<file path="src/rtl/regfile_write_arbiter.sv">
// Round-robin arbiter sharing the register-file write port between the ALU (req 0)
// and load (req 1) writeback paths; port drive is registered, grants are combinational.
module regfile_write_arbiter #(
    parameter int DATA_WIDTH = 32,
    parameter int ADDR_WIDTH = 5
) (
    input  logic                         clk,
    input  logic                         reset,
    input  logic                         stall,
    input  logic                         req0Valid,
    input  logic [ADDR_WIDTH-1:0]        req0Reg,
    input  logic [DATA_WIDTH-1:0]        req0Data,
    output logic                         req0Ready,
    input  logic                         req1Valid,
    input  logic [ADDR_WIDTH-1:0]        req1Reg,
    input  logic [DATA_WIDTH-1:0]        req1Data,
    output logic                         req1Ready,
    output logic [ADDR_WIDTH-1:0]        writeRegister,
    output logic [DATA_WIDTH-1:0]        writeData,
    output logic                         regWrite,
    output logic [(1<<ADDR_WIDTH)-1:0]   pendingMask,
    output logic                         lastGrant
);

    localparam int NUM_REGS = 1 << ADDR_WIDTH;

    // Handshake: a write transfers on the rising edge where reqNValid & reqNReady are both 1.
    // Ready is a pure function of the valids, stall and r_lastGrant; a requester that sees
    // valid & !ready must hold its reg/data stable until it is granted.
    logic                   w_grant0;
    logic                   w_grant1;
    logic                   w_any_grant;
    logic [ADDR_WIDTH-1:0]  w_sel_reg;
    logic [DATA_WIDTH-1:0]  w_sel_data;

    logic [ADDR_WIDTH-1:0]  r_writeRegister;
    logic [DATA_WIDTH-1:0]  r_writeData;
    logic                   r_regWrite;
    logic                   r_lastGrant;

    always_comb begin
        w_grant0    = 1'b0;
        w_grant1    = 1'b0;
        if (!stall) begin
            w_grant0 = req0Valid && (!req1Valid || r_lastGrant);
            w_grant1 = req1Valid && (!req0Valid || !r_lastGrant);
        end
        w_any_grant = w_grant0 || w_grant1;
        w_sel_reg   = w_grant1 ? req1Reg  : req0Reg;
        w_sel_data  = w_grant1 ? req1Data : req0Data;
    end

    assign req0Ready = w_grant0;
    assign req1Ready = w_grant1;

    // Register 0 is hardwired; its writes are accepted but never enable the port.
    always_ff @(posedge clk) begin
        if (reset) begin
            r_regWrite      <= 1'b0;
            r_writeRegister <= '0;
            r_writeData     <= '0;
            r_lastGrant     <= 1'b1;
        end else if (w_any_grant) begin
            r_regWrite      <= (w_sel_reg != '0);
            r_writeRegister <= w_sel_reg;
            r_writeData     <= w_sel_data;
            r_lastGrant     <= w_grant1;
        end else begin
            r_regWrite      <= 1'b0;
        end
    end

    always_comb begin
        pendingMask = '0;
        for (int i = 1; i < NUM_REGS; i++) begin
            if (r_regWrite && (r_writeRegister == ADDR_WIDTH'(i))) begin
                pendingMask[i] = 1'b1;
            end
        end
    end

    assign writeRegister = r_writeRegister;
    assign writeData     = r_writeData;
    assign regWrite      = r_regWrite;
    assign lastGrant     = r_lastGrant;

endmodule

</file>
<file path="config.mk">
export PLATFORM = sky130hd
export DESIGN_NAME = regfile_write_arbiter
export DESIGN_NICKNAME = d
export VERILOG_FILES = /design/src/rtl/regfile_write_arbiter.sv
export SDC_FILE = /design/constraint.sdc
export NUM_CORES = 1
export LEC_CHECK = 0
export CAP_MARGIN = 20
export CORE_ASPECT_RATIO = 0.5
export CORE_MARGIN = 2
export CORE_UTILIZATION = 37
export DETAILED_ROUTE_END_ITERATION = 8
export MAX_ROUTING_LAYER = met4
export PLACE_DENSITY = 0.83
export SLEW_MARGIN = 20
export SYNTH_ARGS = -nofsm -noshare
export SYNTH_HDL_FRONTEND = slang
export SYNTH_SLANG_ARGS = --single-unit
export TNS_END_PERCENT = 20
</file>
<file path="constraint.sdc">
create_clock -name clk -period 2.2 [get_ports clk]
set_input_delay 0.44 -clock clk [delete_from_list [all_inputs] [get_ports clk]]
set_output_delay 0.44 -clock clk [all_outputs]
set_load 0.01 [all_outputs]
</file>
==> results.toml <==
[floorplanning]
core_area_sq_um = 5420
initial_core_util_pct = 37.77
rows = 19
boundary_pin_count = 152
die-height_microns = 56.60
die_width_microns = 109.2
floorplan.die_area_sq_um = 6180

[run]
max-cap-violations = 0

[clocking]
numCtsBuffers = 5
post-cts-setup-buffers = 0
clockRootBuffer = "sky130_fd_sc_hd__clkbuf_8"
clkSinkCount = 39
clkTransAtPathRegs_ps = 70
clock_tree.htree_level_count = 2
cts_buffer_depth = 2
cts_tree = "yes"
clock_latency_ps = 280

[outcome]
outcome = "finished, final reports clean"

[layout]
most-common-layout-cells = "sky130_fd_sc_hd__clkdlybuf4s50_1, sky130_fd_sc_hd__nor3_1, sky130_fd_sc_hd__dfxtp_1"
syn2layout_area_growth_pct = 79.34
final_common_cell = "sky130_fd_sc_hd__clkdlybuf4s50_1"
final_layout_size_suffix_gt1_share_pct = 7.161
final_cell_count_no_fill = 464
finalNetCount = 469
num_antenna_cells = 0

[logic_synthesis]
yosysWarningCount = 0
synth_top_cell_by_area = "sky130_fd_sc_hd__dfxtp_1"
synth_fp_nets = 332
synth_cells = 253
yosys_register_bits = 39
syn-mean-instance-area_sq_um = 8.091
syn-cell-area_sq_um = 2047
synth.yosys.seq_area_share_pct = 38.14
synth.top_cell.area_share_pct = 38.14
netlist_top_cells_area = "sky130_fd_sc_hd__dfxtp_1, sky130_fd_sc_hd__nor3_1, sky130_fd_sc_hd__o32ai_1"
post_synth_num_cell_types = 25

[pwr]
peak_supply_drop_mv = 0.3149
power_per_cell_area_nw_per_um2 = 492.4
total_leakage_power_nw = 1.465

[sta]
skew_ps = 4.835
hold_ws_ps = 520.0
report.final.setup_viol = 0
fin_setup_tns_ps = 0
min_period_over_period_pct = 99.27
grt_setup_unrepaired = "yes"
worst-slew-pin-transition_ps = 511.4
fmax_mhz = 457.9
fin_crit_ps = 2184
report.final.slew_viol_count = 0
slew-limit-headroom_pct = 65.03
finalHoldViolCount = 0

[drt]
drc_errors = 0
routed_wl_microns = 7462
dr.first_iter.drc_count = 128
number_of_antenna_violating_nets_in_the_routed_design = 0
detailedRoute.firstPassIterationCount = 4
average_detailed_routed_wire_length_per_instance_microns = 16.08
vias = 2572
route.detailed.vias_per_inst = 5.543

[grt]
grtUsageMet3_pct = 4.065
gr-total-overflow = 0
vias_in_the_first_global_route = 2486
grt-busiest-layer = "met2"
antenna_violations_before_repair = 0
grt_first_pass_wirelength_microns = 11500
met1_usage_pct = 25.28
met2_use_gr_pct = 44.63
grt_start_max_net_pins = 40
globalRouteTotalUtil_pct = 23.78

[worst_setup_path]
cp_required_ps = 1760
crit_path_cells = "nand2b_2, nor3_1, clkdlybuf4s50_1"
worst-path-buf-inv = 1
setup.worst_path.end_class = "output port"
cp-start-kind = "register"
worstPathArrival_ps = 1740
worst_setup_path_category = "register to output port"
critical-path-slowest-cell = "sky130_fd_sc_hd__clkdlybuf4s50_1"
max_stage_delay_ps = 570
path_delay_family = "buffers and inverters"
critical_path_peak_fanout = 8

[worst_hold_path]
hold_path.class = "register to register"

[placed_design]
dp.final_hpwl_microns = 5550
place.gp.congestion = 0.9475
numPortBuffers = 150
placedCellCount = 456
[tightest hold or removal path: stages, from the launching register on]
cell and delay [ps]:
sky130_fd_sc_hd__dfxtp_1 320, sky130_fd_sc_hd__o32ai_1 100, sky130_fd_sc_hd__nor3_1 60
[metrics by stage]
step | total power, mW | util (%) | cell area [sq um] | setup slack [ps]
4_1_cts | 1.816 | 67.08 | 3636 | 0.2593
6_report | 1.807 | 67.73 | 3671 | 16.11
5_1_grt | 1.889 | 67.73 | 3671 | -43.51
2_1_floorplan | 1.058 | - | 2047 | 611.5
3_3_place_gp | 1.353 | 65.49 | 3550 | 31.82
3_5_place_dp | 1.369 | 65.49 | 3550 | 37.04
[what timing repair did]
action | 4_1_cts | 5_1_grt
resized for setup | 6 | 14
pin swaps | 0 | 0
hold buffers | 0 | 0
setup endpoints to repair | 11 | 23
hold endpoints to repair | 0 | 0
[cell usage after synthesis]
cell type	count
sky130_fd_sc_hd__nor3_1	77
sky130_fd_sc_hd__dfxtp_1	39
sky130_fd_sc_hd__nor2_1	33
sky130_fd_sc_hd__o32ai_1	32
sky130_fd_sc_hd__clkbuf_1	15
sky130_fd_sc_hd__nor4_1	8
sky130_fd_sc_hd__buf_6	7
sky130_fd_sc_hd__nand2b_1	7
sky130_fd_sc_hd__buf_2	6
sky130_fd_sc_hd__a2111oi_0	5
sky130_fd_sc_hd__buf_4	5
sky130_fd_sc_hd__nand3_1	3
sky130_fd_sc_hd__nand2_1	2
sky130_fd_sc_hd__nand4b_1	2
sky130_fd_sc_hd__nor2b_1	2
sky130_fd_sc_hd__a21bo_2	1
sky130_fd_sc_hd__a221o_1	1
sky130_fd_sc_hd__and2_1	1
sky130_fd_sc_hd__conb_1	1
sky130_fd_sc_hd__nand4_1	1
sky130_fd_sc_hd__nor4bb_1	1
sky130_fd_sc_hd__o211ai_1	1
sky130_fd_sc_hd__o21ba_4	1
sky130_fd_sc_hd__or2_2	1
sky130_fd_sc_hd__or4_1	1
[per-layer routing]
metal | wire (microns) | up-vias
met5 | 0 | -
met4 | 180 | 0
met3 | 404 | 20
met2 | 3993 | 98
met1 | 2883 | 1220
li1 | - | 1234
[cell families (layout without fill, tap and decap cells)]
family / after synthesis / count (layout) / synth area share [%]
AO/OA/AOI/OAI: 41 / 41 / 17.97
AND/OR/NAND/NOR: 139 / 139 / 33.80
buffers and inverters: 33 / 171 / 9.902
other: 1 / 1 / 0.1832
flip-flops: 39 / 39 / 38.14
[where the power goes]
group	internal (mW)	total (mW)	switching, mW
logic	0.317	0.547	0.230
registers	0.765	0.810	0.0451
clock network	0.222	0.450	0.228
[path summary, 6_finish.rpt]
check	slack (ps)	to	cells past startpoint	start
setup reg to reg	770	writeRegister[3]	3	lastGrant
hold reg to reg	520	writeData[21]	2	writeData[21]
setup / recovery	20	pendingMask[10]	3	writeRegister[4]
hold / removal	520	writeData[21]	2	writeData[21]
[state kept, by name, indices dropped and copies added, names as in the netlist]
signal / flops
lastGrant: 1
regWrite: 1
writeData: 32
writeRegister: 5
[area by class of cell]
cell class              instances  area [sq um]
clock buffers                   7         76.32
well taps                      73         91.34
flip-flops and latches         39         783.3
repair buffers                163          1642
multi-input cells             181          1074
fillers                       436          1749
clock inverters                 1         5.005
Power figures use the tool's default switching activity.
